===== src/rtl/addlist_sched_pkg.sv =====
// rtl/addlist_sched_pkg.sv - shared types and constants for the addlist scheduler
package addlist_pkg;

  typedef logic [31:0] float32_t;

  localparam float32_t FP_ZERO      = 32'h0;
  localparam int       DEF_BUF_SIZE = 4;

  typedef enum logic [2:0] {
    IDLE,
    CLR,
    FILL,
    ISSUE,
    DRAIN,
    RESP
  } sched_state_t;

endpackage


===== src/rtl/addlist_sched_if.sv =====
// rtl/addlist_sched_if.sv - requester, result and addlist-side signal bundle
interface addlist_sched_if
  import addlist_pkg::*;
#(
  parameter int NUM_REQ  = 4,
  parameter int BUF_SIZE = DEF_BUF_SIZE,
  parameter int ID_W     = $clog2(NUM_REQ)
);

  logic [NUM_REQ-1:0]        req_valid;
  logic [NUM_REQ-1:0][31:0]  req_data;
  logic [NUM_REQ-1:0]        req_last;
  logic [NUM_REQ-1:0]        req_ready;

  logic                      res_valid;
  float32_t                  res_data;
  logic [ID_W-1:0]           res_id;
  logic [15:0]               res_count;
  logic                      res_ready;

  logic                      add_rst;
  float32_t [BUF_SIZE-1:0]   add_buf;
  logic                      add_provided;
  logic                      add_requested;
  logic                      add_result_available;
  float32_t                  add_result;

  modport master (
    input  req_valid, req_data, req_last, res_ready,
           add_requested, add_result_available, add_result,
    output req_ready, res_valid, res_data, res_id, res_count,
           add_rst, add_buf, add_provided
  );

  modport slave (
    output req_valid, req_data, req_last, res_ready,
           add_requested, add_result_available, add_result,
    input  req_ready, res_valid, res_data, res_id, res_count,
           add_rst, add_buf, add_provided
  );

endinterface


===== src/rtl/addlist_sched_rr_arbiter.sv =====
// rtl/addlist_sched_rr_arbiter.sv - round-robin pick with pointer advanced past the finished job
module rr_arbiter #(
  parameter int NUM_REQ = 4,
  parameter int ID_W    = $clog2(NUM_REQ)
) (
  input  logic               clk,
  input  logic               rst,
  input  logic [NUM_REQ-1:0] req_valid,
  input  logic               done,
  input  logic [ID_W-1:0]    done_id,
  output logic               any,
  output logic [ID_W-1:0]    grant_id
);

  logic [ID_W-1:0] ptr;
  logic [ID_W-1:0] idx;

  // Scan from farthest to nearest so the nearest valid requester wins.
  always_comb begin
    any      = 1'b0;
    grant_id = '0;
    idx      = '0;
    for (int i = NUM_REQ - 1; i >= 0; i--) begin
      idx = ID_W'((int'(ptr) + i) % NUM_REQ);
      if (req_valid[idx]) begin
        any      = 1'b1;
        grant_id = idx;
      end
    end
  end

  always_ff @(posedge clk or negedge rst) begin
    if (!rst) begin
      ptr <= '0;
    end else if (done) begin
      ptr <= (done_id == ID_W'(NUM_REQ - 1)) ? '0 : done_id + ID_W'(1);
    end
  end

endmodule


===== src/rtl/addlist_sched.sv =====
// rtl/addlist_sched.sv - shares one addlist list-adder between round-robin requesters
module addlist_sched
  import addlist_pkg::*;
#(
  parameter int NUM_REQ  = 4,
  parameter int BUF_SIZE = DEF_BUF_SIZE,
  parameter int ID_W     = $clog2(NUM_REQ)
) (
  input  logic            clk,
  input  logic            rst,
  addlist_sched_if.master bus
);

  localparam int IDX_W = (BUF_SIZE > 1) ? $clog2(BUF_SIZE) : 1;

  sched_state_t            state, next_state;
  logic [ID_W-1:0]         grant, arb_id;
  logic                    arb_any, done, accept, last_batch, add_rst_q;
  logic [IDX_W-1:0]        ptr;
  logic [15:0]             count;
  float32_t [BUF_SIZE-1:0] buf_q;
  float32_t                res_data_q;
  logic [NUM_REQ-1:0]      ready;

  rr_arbiter #(.NUM_REQ(NUM_REQ), .ID_W(ID_W)) u_arb (
    .clk       (clk),
    .rst       (rst),
    .req_valid (bus.req_valid),
    .done      (done),
    .done_id   (grant),
    .any       (arb_any),
    .grant_id  (arb_id)
  );

  assign accept = (state == FILL) && bus.req_valid[grant];

  always_comb begin
    next_state = state;
    done       = 1'b0;
    case (state)
      IDLE:  if (arb_any) next_state = CLR;
      CLR:   next_state = FILL;
      FILL:  if (accept && (ptr == IDX_W'(BUF_SIZE - 1) || bus.req_last[grant]))
               next_state = ISSUE;
      ISSUE: if (bus.add_requested) next_state = last_batch ? DRAIN : FILL;
      DRAIN: if (bus.add_requested && bus.add_result_available) next_state = RESP;
      RESP:  if (bus.res_ready) begin
               next_state = IDLE;
               done       = 1'b1;
             end
      default: next_state = IDLE;
    endcase
  end

  always_comb begin
    ready        = '0;
    ready[grant] = (state == FILL);
  end

  // add_rst is registered so the adder sees a clean one-cycle clear aligned with CLR.
  always_ff @(posedge clk or negedge rst) begin
    if (!rst) begin
      state      <= IDLE;
      grant      <= '0;
      ptr        <= '0;
      count      <= '0;
      buf_q      <= '0;
      last_batch <= 1'b0;
      res_data_q <= FP_ZERO;
      add_rst_q  <= 1'b0;
    end else begin
      state     <= next_state;
      add_rst_q <= (next_state != CLR);
      case (state)
        IDLE: if (arb_any) grant <= arb_id;
        CLR: begin
          ptr        <= '0;
          count      <= '0;
          buf_q      <= '0;
          last_batch <= 1'b0;
        end
        FILL: if (accept) begin
          buf_q[ptr] <= bus.req_data[grant];
          ptr        <= ptr + IDX_W'(1);
          if (count != 16'hFFFF) count <= count + 16'd1;
          last_batch <= bus.req_last[grant];
        end
        ISSUE: if (bus.add_requested) begin
          buf_q <= '0;
          ptr   <= '0;
        end
        DRAIN: if (bus.add_requested && bus.add_result_available)
          res_data_q <= bus.add_result;
        default: ;
      endcase
    end
  end

  assign bus.req_ready    = ready;
  assign bus.add_provided = (state == ISSUE);
  assign bus.add_buf      = buf_q;
  assign bus.add_rst      = add_rst_q;
  assign bus.res_valid    = (state == RESP);
  assign bus.res_data     = res_data_q;
  assign bus.res_id       = grant;
  assign bus.res_count    = count;

endmodule


===== src/flat_wrapper.sv =====
// flat-port wrapper written by rule: the top's interface ports become plain ports
module addlist_sched_flat import addlist_pkg::*;
#(
  parameter int NUM_REQ  = 4,
  parameter int BUF_SIZE = DEF_BUF_SIZE,
  parameter int ID_W     = $clog2(NUM_REQ)
)
  (clk, rst, bus_req_valid, bus_req_data, bus_req_last, bus_res_ready, bus_add_requested, bus_add_result_available, bus_add_result, bus_req_ready, bus_res_valid, bus_res_data, bus_res_id, bus_res_count, bus_add_rst, bus_add_buf, bus_add_provided);
  addlist_sched_if #(.NUM_REQ(NUM_REQ), .BUF_SIZE(BUF_SIZE), .ID_W(ID_W)) bus_i ();
  input  logic clk;
  input  logic rst;
  input wire logic [$bits(bus_i.req_valid)-1:0] bus_req_valid;
  input wire logic [$bits(bus_i.req_data)-1:0] bus_req_data;
  input wire logic [$bits(bus_i.req_last)-1:0] bus_req_last;
  input wire logic [$bits(bus_i.res_ready)-1:0] bus_res_ready;
  input wire logic [$bits(bus_i.add_requested)-1:0] bus_add_requested;
  input wire logic [$bits(bus_i.add_result_available)-1:0] bus_add_result_available;
  input wire logic [$bits(bus_i.add_result)-1:0] bus_add_result;
  output wire logic [$bits(bus_i.req_ready)-1:0] bus_req_ready;
  output wire logic [$bits(bus_i.res_valid)-1:0] bus_res_valid;
  output wire logic [$bits(bus_i.res_data)-1:0] bus_res_data;
  output wire logic [$bits(bus_i.res_id)-1:0] bus_res_id;
  output wire logic [$bits(bus_i.res_count)-1:0] bus_res_count;
  output wire logic [$bits(bus_i.add_rst)-1:0] bus_add_rst;
  output wire logic [$bits(bus_i.add_buf)-1:0] bus_add_buf;
  output wire logic [$bits(bus_i.add_provided)-1:0] bus_add_provided;
  assign bus_i.req_valid = bus_req_valid;
  assign bus_i.req_data = bus_req_data;
  assign bus_i.req_last = bus_req_last;
  assign bus_i.res_ready = bus_res_ready;
  assign bus_i.add_requested = bus_add_requested;
  assign bus_i.add_result_available = bus_add_result_available;
  assign bus_i.add_result = bus_add_result;
  assign bus_req_ready = bus_i.req_ready;
  assign bus_res_valid = bus_i.res_valid;
  assign bus_res_data = bus_i.res_data;
  assign bus_res_id = bus_i.res_id;
  assign bus_res_count = bus_i.res_count;
  assign bus_add_rst = bus_i.add_rst;
  assign bus_add_buf = bus_i.add_buf;
  assign bus_add_provided = bus_i.add_provided;
  addlist_sched #(.NUM_REQ(NUM_REQ), .BUF_SIZE(BUF_SIZE), .ID_W(ID_W)) u_core (.clk(clk), .rst(rst), .bus(bus_i));
endmodule

===== config.mk =====
export PLATFORM = sky130hd
export DESIGN_NAME = addlist_sched_flat
export DESIGN_NICKNAME = d
export VERILOG_FILES = /design/src/rtl/addlist_sched_pkg.sv /design/src/rtl/addlist_sched_if.sv /design/src/rtl/addlist_sched_rr_arbiter.sv /design/src/rtl/addlist_sched.sv /design/src/flat_wrapper.sv
export SDC_FILE = /design/constraint.sdc
export NUM_CORES = 1
export LEC_CHECK = 0
export BUFFER_PORTS_ARGS = -buffer_cell sky130_fd_sc_hd__buf_2
export CAP_MARGIN = 20
export CELL_PAD_IN_SITES_DETAIL_PLACEMENT = 0
export CELL_PAD_IN_SITES_GLOBAL_PLACEMENT = 1
export CORE_UTILIZATION = 40
export DETAILED_ROUTE_END_ITERATION = 10
export PLACE_DENSITY = 0.87
export SLEW_MARGIN = 20
export SYNTH_ARGS = -nofsm -noshare
export SYNTH_HDL_FRONTEND = slang
export SYNTH_SLANG_ARGS = --single-unit

===== constraint.sdc =====
create_clock -name clk -period 5.7 [get_ports clk]
set_input_delay 0.285 -clock clk [delete_from_list [all_inputs] [get_ports clk]]
set_output_delay 0.285 -clock clk [all_outputs]
set_load 0.03 [all_outputs]

; ---- Word-level counts from Yosys, hierarchy flattened
; Index checks and enable logic that the tools add are counted.
[totals]
ff_bits = 187
latchBits = 0
mem_bits_rw = 0
mem_bits_ro = 0
in_bits = 173
out_inout_bits = 185
word_cells = 101
n_memories = 0
[op_classes]
addsub = 6
n_mul = 0
n_div = 0
order_cmp = 8
eq_ne = 12
n_shift = 0
n_mux = 48
n_bitwise = 1
n_reduce_logical = 14
[op_table]
columns = operator, n
row1 = case mux 128 bit (3 select lines), 1
row2 = 2-to-1 mux 128 bit, 2
row3 = bitwise mux 128 bit, 1
row4 = binary-select mux 32 bit (select 2 bit), 1
row5 = demux 32 bit (select 2 bit), 1
row6 = 2-to-1 mux 32 bit, 2
row7 = 2-to-1 mux 16 bit, 2
row8 = case mux 16 bit (2 select lines), 1
row9 = "less-than comparator 2 x 3 -> 1 bit, second input constant", 6
row10 = 2-to-1 mux 3 bit, 6
row11 = case mux 3 bit (6 select lines), 1
row12 = "adder 16 x 1 -> 16 bit, second input constant", 1
row13 = "inequality test 16 bit, second input constant", 1
row14 = 2-to-1 mux 1 bit, 14
row15 = 2-to-1 mux 2 bit, 7
row16 = binary-select mux 1 bit (select 2 bit), 6
row17 = "adder 2 x 1 -> 2 bit, second input constant", 3
row18 = "== test 3 x 2 -> 1 bit, second input constant", 2
row19 = "== test 3 bit, second input constant", 2
row20 = case mux 2 bit (3 select lines), 1
row21 = AND reduction 2 bit, 3
row22 = AND reduction 3 bit, 2
row23 = logical AND 1 bit, 5
row24 = "adder 2 bit, second input constant", 2
row25 = other kinds (13), 16

; ---- Logic depth before layout (Yosys ltp)
[logic_depth]
word_depth = 10
ltp_mapped = 8
mapped_depth_nobuf = 6

; ---- By module
; From an unflattened synthesis, not the netlist that was laid out.
[unflattened]
cells_unflattened = 571
area_unflattened_um2 = 8040.2
[modules_own_cells]
columns = mod, n_inst, cells_each, area_per_inst_um2, seq_area_each_um2
row1 = addlist_sched, 1, 552, 7873.8, 4629.4
row2 = rr_arbiter, 1, 19, 166.4, 50.0

; ---- Worst setup path before layout
; No wires, ideal clock.
[synth_timing]
kind = flip-flop to flip-flop
start = register u_core.grant[0] (netlist: u_core.bus.res_id[0])
end = register u_core.count[12] (netlist: u_core.bus.res_count[12])
setup_ns = 0.150
arrival_ns = 1.964
t_required_ns = 5.550
setup_slack_ns = 3.586
path_stages_with_launch = 9
path_buffers = 3
period_less_slack_ns = 2.114
cell_sequence = dfrtp_1 buf_6 mux4_2 and2_4 buf_8 buf_6 nand4_1 xor2_1 nor2_1
[synth_via]
elab_chain_len = 5
[synth_rtl]
columns = element, line
row1 = from (decl), addlist_sched.sv:17  ; logic [ID_W-1:0] grant, arb_id;
row2 = from (signal assigned), addlist_sched.sv:75  ; IDLE: if (arb_any) grant <= arb_id;
row3 = binary-select mux 1 bit (select 2 bit), addlist_sched.sv:35  ; assign accept = (state == FILL) && bus.req_valid[grant];
row4 = 2-to-1 mux 1 bit (not written as such), addlist_sched.sv:35
row5 = logical AND 1 bit, addlist_sched.sv:35
row6 = inequality test 2 x 1 -> 1 bit (no source line), n/a
row7 = AND reduction 3 bit (no source line), n/a
row8 = to (signal assigned), addlist_sched.sv:85  ; if (count != 16'hFFFF) count <= count + 16'd1;
row9 = to (decl), addlist_sched.sv:20  ; logic [15:0] count;
; No other way between the ends. The select of a mux whose other input is x is not followed.
; A chain may end at the register's enable or synchronous reset.

; ---- Worst setup path after layout
[layout_timing]
start = register u_core.grant[1] (netlist: u_core.bus.res_id[1])
end = register u_core.buf_q, in the netlist u_core.bus.add_buf[64]
[layout_via]
elab_chain_len = 5
elab_cells_between_ends = 10
classes_between = 1 x eq/ne / 7 x mux / 2 x reduce/logical
[layout_rtl]
columns = element, line
row1 = binary-select mux 32 bit (select 2 bit) or binary-select mux 1 bit (select 2 bit) (tied branches), "addlist_sched.sv:83, addlist_sched.sv:35"
row2 = 2-to-1 mux 32 bit (not written as such) or 2-to-1 mux 1 bit (tied branches), "addlist_sched.sv:83, addlist_sched.sv:35"
row3 = bitwise mux 128 bit or logical AND 1 bit (tied branches), "addlist_sched.sv:83, addlist_sched.sv:35"
row4 = 2-to-1 mux 128 bit or inequality test 2 x 1 -> 1 bit (tied branches), n/a
row5 = case mux 128 bit (3 select lines) or AND reduction 3 bit (tied branches), n/a
row6 = "to (signal, indexed assignment)", addlist_sched.sv:83  ; buf_q[ptr] <= bus.req_data[grant];
row7 = to (decl), addlist_sched.sv:21  ; float32_t [BUF_SIZE-1:0] buf_q;
; Parallel ways exist; a longest one is shown, timed or not. The select of a mux whose other input is x is not followed.

==> flow_summary_export.csv <==
group,metric,value,unit
sta,grt_setup_unrepaired,"no",
sta,final.setup.worst_slack,2.84,ns
run_status,status,"finished with violations",
min_path,hold_path.class,"in2async",
clock_tree,htreeDepth,4,
power_and_ir_drop,clkPwrFrac,0.203,
power_and_ir_drop,p_comb_frac,0.458,
yosys,avgSynthCellArea,14.7,um^2
critical_path,rrSetupSlack,2.84,ns
critical_path,r2r-start,"u_core.bus.res_id[1]",
sta,finClkSkew,0.0174,ns
clock_tree,postCtsHoldBufs,0,
power_and_ir_drop,swShare,0.456,
clock_tree,numCtsBuffers,17,
drt,vias,6493,
run_status,violations,"hold timing",
clock_tree,clk_pin_slew,0.08,ns
placement,place_ws,2.85,ns
job,drv_cap,0,
die,die_w,146,um
grt,grt_overflow,0,
sta,slew_headroom,0.334,
yosys,yosysTopAreaCell,"dfrtp_1",
final_layout,area_growth,29.8,%
sta,finalSetupViolCount,0,
grt,grt_pass1_vias,6226,
drt,wl,24.6,mm
clock_tree,cts_setup_buffers,0,
yosys,synth_area_leaders,"dfrtp_1 56%, a22o_1 14%, mux4_2 8.7%",
grt,grt_usage,0.230,
die,core-area,20300,um^2
die,die_y,146,um
sta,period_needed,2.86,ns
drt,wire_per_inst,20.8,um
sta,finalHoldViolCount,47,
die,start_util,0.409,
drt,ant_nets,0,
clock_tree,ctsResizeCount,0,
sta,worst_slew_pin_slew,0.999,ns
sta,final.period_utilization,0.502,
drt,drtIter0Drc,304,
die,die_area,21300,um^2
yosys,synth_area,8300,um^2
final_layout,drive_gt1_frac,0.523,
power_and_ir_drop,cell_internal_pwr,3.43,mW
critical_path,cp_max_fo,39,
grt,grt_max_degree,112,
drt,drc,0,
power_and_ir_drop,p_per_area,585,nW/um^2
final_layout,nFillCells,1798,
power_and_ir_drop,peakVddDrop,0.000239,V
critical_path,crit_type,"reg2reg",
die,num_io_pins,358,
yosys,syn-num-nets,746,
clock_tree,cts_tree,"built",
clock_tree,clockBufferDepth,2,
critical_path,cp.arrival,3.22,ns
yosys,ys_seq_area_frac,0.564,
yosys,synth_top_area_share,0.564,
clock_tree,cts_root_buf,"clkbuf_16",
power_and_ir_drop,p_leak,5.75,nW
sta,tns,0,ns
yosys,synth_common_cells,"187 x dfrtp_1, 129 x a22o_1, 34 x mux2_2",
final_layout,fin_nets,1081,
drt,post_drt_via_cell_ratio,5.47,
placement,routabilityCongestion,0.848,
grt,grt_pass1_wl,37.7,mm
critical_path,worstPathRequired,6.06,ns
die,num_rows,52,
yosys,synth_most_common_cell,"dfrtp_1",
sta,hold-worst-slack,-0.0399,ns
critical_path,critPathLaunchType,"register",
critical_path,end_kind,"register",
yosys,synth-edff-count,0,
drt,drtPass1Iterations,4,
yosys,ys_ff_latch,187,
power_and_ir_drop,p_sw,2.87,mW
clock_tree,clk_latency,0.44,ns
power_and_ir_drop,fin_total_pwr,6.31,mW
yosys,synth.distinct_cells,53,
placement,port_buffers,357,
sta,final-max-slew-violation-count,0,
yosys,yosys_warnings,0,
yosys,async_flop_share,1.00,
yosys,ys.flop_type,"dfrtp_1",
critical_path,r2r_cells,4,
placement,dp_hpwl,17.6,mm
clock_tree,clock_sinks,187,
grt,antenna_found_initial,5,
yosys,syn_inst,564,
sta,fmax,350,MHz
power_and_ir_drop,p_seq_frac,0.339,
critical_path,r2r-end,"u_core.bus.add_buf[64]",
==> cell usage in the layout (no fill, tap or decap), types with 4 or more instances in the layout <==
master,count
a21oi_1,4
clkbuf_16,17
and2_1,6
nor3_1,4
diode_2,5
nor2_1,7
dfrtp_1,185
nor2_8,4
a22o_1,129
mux4_2,32
and3_2,4
nand4_1,7
nand2_1,19
ha_1,9
nand3_1,4
mux2i_1,4
clkinv_8,5
buf_4,4
inv_8,5
o211ai_1,4
buf_2,356
inv_1,8
nand2b_1,4
o21ai_0,6
mux2_2,34
==> power by group through the flow <==
stage / Combinational [mW] / Clock, mW / Sequential (mW)
finish: 2.89 / 1.28 / 2.14
global route: 3.04 / 1.36 / 2.19
CTS: 2.92 / 1.31 / 2.13
detailed placement: 2.91 / 0 / 2.15
global placement: 2.86 / 0 / 2.15
floorplan: 1.30 / 0 / 2.92
==> how the worst max path moves through the flow <==
stage,start,to,slack [ns],depth (start not counted)
after floorplan,u_core.bus.res_id[0],u_core.bus.res_count[12],3.59,8
after detailed placement,u_core.bus.res_id[1],u_core.bus.add_buf[95],2.85,4
after global routing,u_core.bus.res_id[1],u_core.bus.add_buf[127],2.71,4
final,u_core.bus.res_id[1],u_core.bus.add_buf[64],2.84,4
after CTS,u_core.bus.res_id[1],u_core.bus.add_buf[64],2.82,4
after global placement,u_core.bus.res_id[1],u_core.bus.add_buf[95],2.91,4
==> flip-flops by register name, summed over array words and instances, names as in the netlist <==
signal,flops
u_core.bus.add_buf,128
u_core.bus.res_count,16
u_core.bus.res_data,32
u_core.state,3
u_core.ptr,2
u_core.bus.res_id,2
u_core.u_arb.ptr,2
u_core.bus.add_rst,1
u_core.last_batch,1
==> area by class of cell <==
type,count,area (um^2),share of cell area
clock buffers,17,425,0.0395
repair buffers,361,1830,0.169
well taps,270,338,0.0313
flip-flops and latches,187,4680,0.434
clock inverters,15,229,0.0212
inverters,8,30.0,0.00279
multi-input cells,324,3240,0.300
diodes,5,12.5,0.00116
==> worst max-delay path: stages, from the launching register on <==
cell	delay, ns
dfrtp_2	1.03
mux4_2	0.46
and3_2	0.51
nor2_8	0.57
a22o_1	0.23
==> layer usage <==
metal	vias up	GRT usage	wire (um)
met5	-	0	22
met3	30	0.0606	1850
met1	3268	0.301	10100
li1	2881	-	-
met2	310	0.379	12200
met4	4	0.0677	429
==> kinds of logic after synthesis <==
| logic type | after synthesis | share of synthesized area |
|---|---|---|
| AOI/OAI and AO/OA | 162 | 0.166 |
| xor gates and xnor gates | 3 | 0.00317 |
| adders and majority gates | 9 | 0.0136 |
| buffers and inverters | 53 | 0.0470 |
| DFF | 187 | 0.564 |
| muxes | 72 | 0.144 |
| and+or+nand+nor | 78 | 0.0624 |
==> through the flow <==
| step | cell area [um^2] | util | hold slack (ns) | instances |
|---|---|---|---|---|
| final | 10800 | 0.531 | -0.0399 | 1187 |
| after global routing | 10800 | 0.530 | 0.0256 | 1182 |
| after CTS | 10800 | 0.530 | 0.00698 | 1182 |
| after detailed placement | 10100 | 0.498 | 0.479 | 1150 |
| after global placement | 10100 | 0.498 | 0.467 | 1150 |
| after floorplan | 8300 | - | -0.0106 | 564 |
(Power assumes the default switching activity.)
